## config.mk

```make
export PLATFORM = sky130hd
export DESIGN_NAME = adsr_envelope
export DESIGN_NICKNAME = d
export VERILOG_FILES = /design/src/rtl/synth_pkg.sv /design/src/rtl/env_multiplier.sv /design/src/rtl/adsr_envelope.sv
export SDC_FILE = /design/constraint.sdc
export NUM_CORES = 1
export LEC_CHECK = 0
export ABC_CLOCK_PERIOD_IN_PS = 10600
export CAP_MARGIN = 0
export CORE_MARGIN = 4
export CORE_UTILIZATION = 60
export CTS_BUF_LIST = sky130_fd_sc_hd__clkbuf_4 sky130_fd_sc_hd__clkbuf_8
export DETAILED_ROUTE_END_ITERATION = 12
export HOLD_SLACK_MARGIN = 0.03
export PLACE_DENSITY = 0.82
export SYNTH_ARGS = -nofsm -noshare
export SYNTH_HDL_FRONTEND = slang
export SYNTH_HIERARCHICAL = 1
export SYNTH_SLANG_ARGS = --single-unit
```

## constraint.sdc

```tcl
create_clock -name clk -period 10.6 [get_ports clk]
set_clock_uncertainty 0.15 [all_clocks]
set_input_delay 2.12 -clock clk [delete_from_list [all_inputs] [get_ports clk]]
set_output_delay 2.12 -clock clk [all_outputs]
set_load 0.03 [all_outputs]
```

## src/rtl/synth_pkg.sv

```systemverilog
// Shared definitions for the synth voice blocks.
//   adsr_state_e : envelope phase encoding, also driven out on adsr_envelope.state
//   env_max()    : full-scale envelope level (2^width - 1) for a given level width
//   ENV_MAX      : full-scale level for the default 16-bit envelope
package synth_pkg;

  typedef enum logic [2:0] {
    StIdle    = 3'd0,
    StAttack  = 3'd1,
    StDecay   = 3'd2,
    StSustain = 3'd3,
    StRelease = 3'd4
  } adsr_state_e;

  localparam int unsigned ENV_WIDTH_DEFAULT = 16;

  function automatic logic [31:0] env_max(int unsigned width);
    return (width >= 32) ? 32'hFFFF_FFFF : ((32'd1 << width) - 32'd1);
  endfunction

  localparam logic [ENV_WIDTH_DEFAULT-1:0] ENV_MAX = 16'(env_max(ENV_WIDTH_DEFAULT));

endpackage

```

## src/rtl/env_multiplier.sv

```systemverilog
// Two-stage signed sample x envelope scaler.
//   clk_i, rst_ni : clock, asynchronous active-low reset
//   valid_i       : sample strobe; din_i and env_i are captured on this cycle
//   din_i         : signed audio sample
//   env_i         : unsigned envelope level
//   dout_o        : (din_i * env_i) >>> EnvWidth, updated two clocks after valid_i
//   valid_o       : one-clock pulse coinciding with each dout_o update
module env_multiplier #(
  parameter int unsigned DataWidth = 24,
  parameter int unsigned EnvWidth  = 16
) (
  input  logic                        clk_i,
  input  logic                        rst_ni,
  input  logic                        valid_i,
  input  logic signed [DataWidth-1:0] din_i,
  input  logic        [EnvWidth-1:0]  env_i,
  output logic signed [DataWidth-1:0] dout_o,
  output logic                        valid_o
);

  localparam int unsigned ProdWidth = DataWidth + EnvWidth + 1;

  logic signed [ProdWidth-1:0] din_ext, env_ext, prod_d, prod_q;
  logic signed [DataWidth-1:0] dout_d, dout_q;
  logic                        valid1_q, valid2_q;
  logic                        unused_prod_msb;

  // env is zero-extended so it always acts as a non-negative multiplicand.
  assign din_ext = ProdWidth'(din_i);
  assign env_ext = $signed(ProdWidth'({1'b0, env_i}));

  always_comb begin
    prod_d = prod_q;
    if (valid_i) begin
      prod_d = din_ext * env_ext;
    end
  end

  // |din * env| < 2^(DataWidth+EnvWidth-1), so the top product bit is pure sign
  // extension and this slice is exactly the floor arithmetic shift.
  always_comb begin
    dout_d = dout_q;
    if (valid1_q) begin
      dout_d = $signed(prod_q[EnvWidth +: DataWidth]);
    end
  end

  assign unused_prod_msb = prod_q[ProdWidth-1];

  always_ff @(posedge clk_i or negedge rst_ni) begin
    if (!rst_ni) begin
      prod_q   <= '0;
      valid1_q <= 1'b0;
      dout_q   <= '0;
      valid2_q <= 1'b0;
    end else begin
      prod_q   <= prod_d;
      valid1_q <= valid_i;
      dout_q   <= dout_d;
      valid2_q <= valid1_q;
    end
  end

  assign dout_o  = dout_q;
  assign valid_o = valid2_q;

endmodule

```

## src/rtl/adsr_envelope.sv

```systemverilog
// ADSR envelope generator with sample scaling.
//   clk, reset            : clock, asynchronous active-low reset
//   sample_en             : one-clock strobe per audio sample; env steps only here
//   gate                  : note on/off, edges detected against last clock's value
//   attack/decay/release_rate : per-sample level step (0 = jump to target)
//   sustain_level         : decay target, tracked live while sustaining
//   din                   : signed oscillator sample, used on sample_en
//   dout, dout_valid      : enveloped sample and its update pulse (2 clocks latency)
//   env, state            : current level and phase
module adsr_envelope
  import synth_pkg::*;
#(
  parameter int unsigned DATA_WIDTH = 24,
  parameter int unsigned ENV_WIDTH  = 16
) (
  input  logic                         clk,
  input  logic                         reset,
  input  logic                         sample_en,
  input  logic                         gate,
  input  logic        [ENV_WIDTH-1:0]  attack_rate,
  input  logic        [ENV_WIDTH-1:0]  decay_rate,
  input  logic        [ENV_WIDTH-1:0]  release_rate,
  input  logic        [ENV_WIDTH-1:0]  sustain_level,
  input  logic signed [DATA_WIDTH-1:0] din,
  output logic signed [DATA_WIDTH-1:0] dout,
  output logic                         dout_valid,
  output logic        [ENV_WIDTH-1:0]  env,
  output logic        [2:0]            state
);

  localparam logic [ENV_WIDTH-1:0] EnvMax = ENV_WIDTH'(env_max(ENV_WIDTH));

  adsr_state_e          state_d, state_q;
  logic [ENV_WIDTH-1:0] env_d, env_q;
  logic                 gate_q;
  logic                 gate_rise, gate_fall;
  logic [ENV_WIDTH:0]   attack_sum;
  logic                 decay_done;

  assign gate_rise = gate & ~gate_q;
  assign gate_fall = ~gate & gate_q;

  assign attack_sum = {1'b0, env_q} + {1'b0, attack_rate};
  // env - rate <= sustain, evaluated without underflow.
  assign decay_done = (decay_rate == '0) ||
                      ({1'b0, env_q} <= ({1'b0, decay_rate} + {1'b0, sustain_level}));

  always_comb begin
    state_d = state_q;
    env_d   = env_q;
    // Gate edges win over a coincident sample step; env is left untouched so a
    // retrigger starts climbing from the current level without a click.
    if (gate_rise) begin
      state_d = StAttack;
    end else if (gate_fall &&
                 (state_q inside {StAttack, StDecay, StSustain})) begin
      state_d = StRelease;
    end else if (sample_en) begin
      case (state_q)
        StIdle: begin
          env_d = '0;
        end
        StAttack: begin
          if ((attack_rate == '0) || (attack_sum >= {1'b0, EnvMax})) begin
            env_d   = EnvMax;
            state_d = StDecay;
          end else begin
            env_d = attack_sum[ENV_WIDTH-1:0];
          end
        end
        StDecay: begin
          if (decay_done) begin
            env_d   = sustain_level;
            state_d = StSustain;
          end else begin
            env_d = env_q - decay_rate;
          end
        end
        StSustain: begin
          env_d = sustain_level;
        end
        StRelease: begin
          if ((release_rate == '0) || (env_q <= release_rate)) begin
            env_d   = '0;
            state_d = StIdle;
          end else begin
            env_d = env_q - release_rate;
          end
        end
        default: begin
          env_d   = '0;
          state_d = StIdle;
        end
      endcase
    end
  end

  always_ff @(posedge clk or negedge reset) begin
    if (!reset) begin
      state_q <= StIdle;
      env_q   <= '0;
      gate_q  <= 1'b0;
    end else begin
      state_q <= state_d;
      env_q   <= env_d;
      gate_q  <= gate;
    end
  end

  // Scales by the level held during the sample_en cycle, before this step lands.
  env_multiplier #(
    .DataWidth(DATA_WIDTH),
    .EnvWidth (ENV_WIDTH)
  ) u_env_multiplier (
    .clk_i  (clk),
    .rst_ni (reset),
    .valid_i(sample_en),
    .din_i  (din),
    .env_i  (env_q),
    .dout_o (dout),
    .valid_o(dout_valid)
  );

  assign env   = env_q;
  assign state = state_q;

endmodule

```

=== Word-level counts from Yosys, hierarchy flattened ===
Cells that the tools add are included.

* Add/sub/neg operators: 4
* $mul: 1
* $lt $le $gt $ge: 3
* Eq/ne operators: 8
* Muxes and demuxes: 11
* Bitwise gates (word level): 6
* Reductions and logical operators: 13

{| class="wikitable"
|+ Operators by type and width
! operator !! count
|-
| case mux 16 bit (4 select lines) || 1
|-
| zero test 16 bit || 3
|-
| 2-to-1 mux 16 bit || 3
|-
| multiplier 24 x 17 -> 40 bit || 1
|-
| adder 16 x 16 -> 17 bit || 2
|-
| subtractor 16 bit || 2
|-
| 2-to-1 mux 3 bit || 6
|-
| >= comparator 17 x 16 -> 1 bit, second input constant || 1
|-
| less-or-equal comparator 16 x 17 -> 1 bit || 1
|-
| less-or-equal comparator 16 bit || 1
|-
| case mux 3 bit (4 select lines) || 1
|-
| equality test 3 x 2 -> 1 bit, second input constant || 2
|-
| nonzero test 3 bit || 2
|-
| AND reduction 5 bit || 1
|-
| != test 4 x 2 -> 1 bit, second input constant || 1
|-
| != test 4 x 3 -> 1 bit, second input constant || 1
|-
| != test 4 bit, second input constant || 1
|-
| inverter 1 bit || 4
|-
| equality test 3 x 1 -> 1 bit, second input constant || 1
|-
| equality test 3 bit, second input constant || 1
|-
| zero test 3 bit || 1
|-
| logical OR 1 bit || 3
|-
| != test 3 x 1 -> 1 bit, second input constant || 1
|-
| AND reduction 3 bit || 1
|-
| 3 further kinds || 4
|}

* Register bits: 86
* Input port bits: 92
* Output and inout port bits: 44
* Logic and storage cells: 53

=== Logic depth before layout (Yosys ltp) ===
* Word-level depth: 8
* Depth in mapped cells: 25
* Mapped depth without buffers: 23

=== Cells and area by module ===
Netlist, hierarchy kept.

{| class="wikitable"
|+ Modules (own cells, without submodules)
! module !! times used !! cells an instance !! area an instance (µm²) !! seq. area each (µm²)
|-
| env_multiplier || 1 || 1,580 || 15,014.4 || 1,251.2
|-
| adsr_envelope || 1 || 640 || 4,959.8 || 500.5
|}

=== Worst setup path after synthesis ===
No wires, ideal clock.

* Path kind: input -> register
* Start: input port din[7]
* End: register u_env_multiplier.prod_q[28]
* Setup time: 0.125 ns
* Data arrival time: 7.955 ns
* Data required time: 10.325 ns
* Path slack: 2.370 ns
* Stages on the path: 22
* Buffers on the path: 2
* Cells stage by stage: clkbuf_1 -> nand2_1 -> fa_1 -> inv_1 -> fa_1 -> inv_1 -> fa_1 -> inv_1 -> fa_1 -> fa_1 -> fa_1 -> ha_1 -> a211oi_2 -> o211ai_1 -> a221o_1 -> or2_1 -> buf_6 -> a221o_2 -> a211o_2 -> a21oi_2 -> xnor2_1 -> mux2_4

* Longest elaborated chain between the ends: 1

{| class="wikitable"
|+ RTL lines
! what !! RTL line !! text
|-
| from (decl) || adsr_envelope.sv:24 || <nowiki>input logic signed [DATA_WIDTH-1:0] din,</nowiki>
|-
| multiplier 24 x 17 -> 40 bit || env_multiplier.sv:35 || <nowiki>prod_d = din_ext * env_ext;</nowiki>
|-
| to (signal assigned) || env_multiplier.sv:57 || <nowiki>prod_q <= prod_d;</nowiki>
|-
| to (decl) || env_multiplier.sv:23 || <nowiki>logic signed [ProdWidth-1:0] din_ext, env_ext, prod_d, prod_q;</nowiki>
|}

No other way between the ends.
A chain may end at the register's enable or synchronous reset.

=== Worst setup path in the final report ===
* Start: input port din[9]
* End: register u_env_multiplier.prod_q[28]

The elaborated chain is that of the path after synthesis.

==> impl_results.md <==
- Outcome: finished clean
- Crit-path most repeated cell: fa_1
- Hold path cells: 1
- Routability cong.: 0.950
- Final number of hold-violating endpoints: 0
- Worst path cell trace: clkdlybuf4s50_1 -> and2_1 -> fa_1 -> inv_1 -> fa_1 -> fa_1 -> inv_1 -> fa_1 -> fa_1 -> fa_1 -> ha_1 -> a211oi_2 -> o211ai_1 -> a221o_1 -> or2_1 -> a221o_2 -> a211o_2 -> a21oi_2 -> xnor2_1 -> mux2_4
- Commonest cells post-synth: 479 x inv_1, 374 x fa_1, 288 x nand2_1
- Inserted Clock Buffers: 9
- Reg2reg end: u_env_multiplier/prod_q[28]
- Synth Register Bits: 70
- # IOs: 136
- MaxCap Viol Count: 0
- ANT cells: 0
- Top-count cell post-synth: inv_1
- Fin area: 21900 um^2
- CP startpoint kind: input pin
- RSZ-0062 raised after global routing: false
- Period utilization: 0.839
- Post-cts gate resize count: 0
- Post-DP HPWL: 42100 um
- Initial antenna violation count: 0
- Min-delay src: u_env_multiplier/dout_o[11]
- Global-route wire length before repair: 85300 um
- Seq/Total Area, Yosys: 0.0877
- CTS sink count: 70
- Hold Path Sink: u_env_multiplier/dout_o[11]
- H-tree depth: 3
- Synth area leader: fa_1
- Distinct cells, synth: 88
- Placed Area: 21700 um^2
- Slew Viols, Final: 0
- Syn_area_per_cell: 9.00 um^2
- Final setup fails: 0
- Layout cells sized above 1: 0.0531
- Post-synth EDFFs: 0
- Nets: 2953
- Vias in the first global route: 17.1k
- Crit path time final: 8.89 ns
- Top cells by area, synth: fa_1 37%, ha_1 11%, inv_1 9.0%
- 1st-pass router iterations: 6
- Die Ht: 190 um
- Post-synth top flop: dfrtp_1
- Avg WL per Cell: 18.9 um
- Hold_buf cts: 0
- P&R area growth vs syn: 9.80%
- Syn Std Cell Area: 20000 um^2
- Buffer count from post-CTS setup fixing: 0
- Critical path fanouts, max: 16
- Post-route ant nets: 0
- Congestion Overflow GR: 0
- Critical path's largest stage delay: 0.79 ns
- Die Footprint: 36300 um^2
- Reg2reg start: env[8]
- Clock latency on the worst-skew pair: 0.37 ns
- Worst-path clk slew: 0.09 ns
- Worst-path cell with the longest stage delay: clkdlybuf4s50_1
- Vias per inst: 5.84
- Type of the worst min-delay path: reg2reg
- Die span in x: 190 um
- Root buf cell: clkbuf_8
- Core area: 32700 um^2
- Data required time at the worst endpoint: 10.72 ns
- Vias: 16.1k
- R2r worst-path depth: 21
- DRT iter0 DRCs: 1347
- PnR worst setup slack: 1.71 ns
- Post-synthesis net count: 2861
- Max-slew headroom: 0.343
- Fraction of registers with async set or reset after synthesis: 1.00
- CP endpoint kind: register
- Longest Clk Path Bufs: 2
- Kind of critical path: in2reg
- Fmax: 0.112 GHz
- Largest net degree at the start of global routing: 62
- Worst Setup Slack post-DPL: 1.37 ns
- Initial core utilization: 0.611
- Cells after Synth: 2220
- CTS tree: yes
- IO Port Bufs: 135
- Worst-Margin Slew: 0.985 ns
- Total GRT Usage: 0.294
- WP data arrival: 9.01 ns
- Worst R2R Setup Slack: 3.38 ns
- Setup TNS: 0 ns
- Post-synth top area share: 0.375
- Yosys warning count: 6
- FP Rows: 66
- Final wirelength: 52200 um
- DRC viols: 0
-- per-stage QoR --
step | util | cells | hold WS, ns
finish | 0.671 | 2759 | 0.358
global route | 0.671 | 2759 | 0.376
CTS | 0.671 | 2759 | 0.361
detailed placement | 0.665 | 2743 | 0.344
global placement | 0.665 | 2743 | 0.331
floorplan | - | 2220 | 0.202
-- worst max-delay path, delay by kind of cell --
kind | cells | cell delay [ns]
mux | 1 | 0.26
simple gates | 2 | 0.69
buf+inv | 3 | 0.90
fa+ha+maj | 7 | 3.31
compound gates | 6 | 1.62
xor+xnor | 1 | 0.08
-- kinds of logic after synthesis --
family,count (synthesis),share of synthesized area
AO/OA/AOI/OAI,285,0.101
XOR/XNOR,75,0.0329
adder cells (fa/ha/maj),549,0.484
buffers and inverters,558,0.106
flip-flops,70,0.0877
multiplexers,60,0.0333
AND/OR/NAND/NOR,623,0.155
-- worst max path at each step --
stage	to	from	cells past startpoint
after floorplan	u_env_multiplier/prod_q[28]	din[7]	22
after global placement	u_env_multiplier/prod_q[39]	din[9]	22
after detailed placement	u_env_multiplier/prod_q[33]	din[8]	22
after CTS	u_env_multiplier/prod_q[33]	din[8]	22
after global routing	u_env_multiplier/prod_q[39]	din[9]	22
final	u_env_multiplier/prod_q[28]	din[9]	20
-- state kept, by name, summed over array words and instances, names as in the netlist --
register                   cells
state                          3
u_env_multiplier/valid_o       1
env                           16
u_env_multiplier/valid1_q      1
gate_q                         1
u_env_multiplier/prod_q       24
u_env_multiplier/dout_o       24
-- final cells by class --
class	count	area (um^2)
Clock inverter	6	45.0
Tap cell	442	553
Fill cell	2621	10800
Inverter	480	1800
Sequential cell	70	1750
Multi-Input combinational cell	1592	16100
Clock buffer	10	138
Timing Repair Buffer	159	1530
-- routing by layer --
layer  track usage  wire, um  vias up
li1              -         -     7156
met1         0.376     20500     8121
met2         0.515     26000      690
met3        0.0293      3280      146
met4         0.123      2330        0
met5             0         0        -
-- placed cells by master (no fill, tap or decap), types with 4 or more instances in the layout --
| master | count |
|---|---|
| xor2_1 | 30 |
| nor2_1 | 46 |
| o211ai_1 | 8 |
| a21oi_1 | 71 |
| mux2i_1 | 11 |
| buf_4 | 25 |
| nand3_1 | 15 |
| a22oi_1 | 7 |
| o31a_1 | 5 |
| o21bai_1 | 8 |
| xnor2_1 | 45 |
| fa_1 | 374 |
| a211oi_1 | 8 |
| and2_1 | 147 |
| nor3_1 | 13 |
| clkbuf_8 | 10 |
| o31ai_1 | 9 |
| or3_1 | 8 |
| clkdlybuf4s50_1 | 134 |
| a31oi_1 | 7 |
| a41oi_1 | 4 |
| nand4_1 | 15 |
| nand2b_1 | 20 |
| o21a_1 | 20 |
| nor3b_1 | 4 |
| a21o_1 | 27 |
| and3_1 | 10 |
| a221o_1 | 5 |
| ha_1 | 175 |
| mux2_2 | 48 |
| dfrtp_1 | 70 |
| o2111ai_1 | 5 |
| nand3_2 | 5 |
| a222oi_1 | 4 |
| inv_1 | 479 |
| o21ai_0 | 43 |
| nor2b_1 | 13 |
| o22ai_1 | 10 |
| nor4_1 | 18 |
| nand2_1 | 288 |
Power is not shown: default switching activity piles up to over one toggle a cycle in this logic, so the estimate is an artifact.
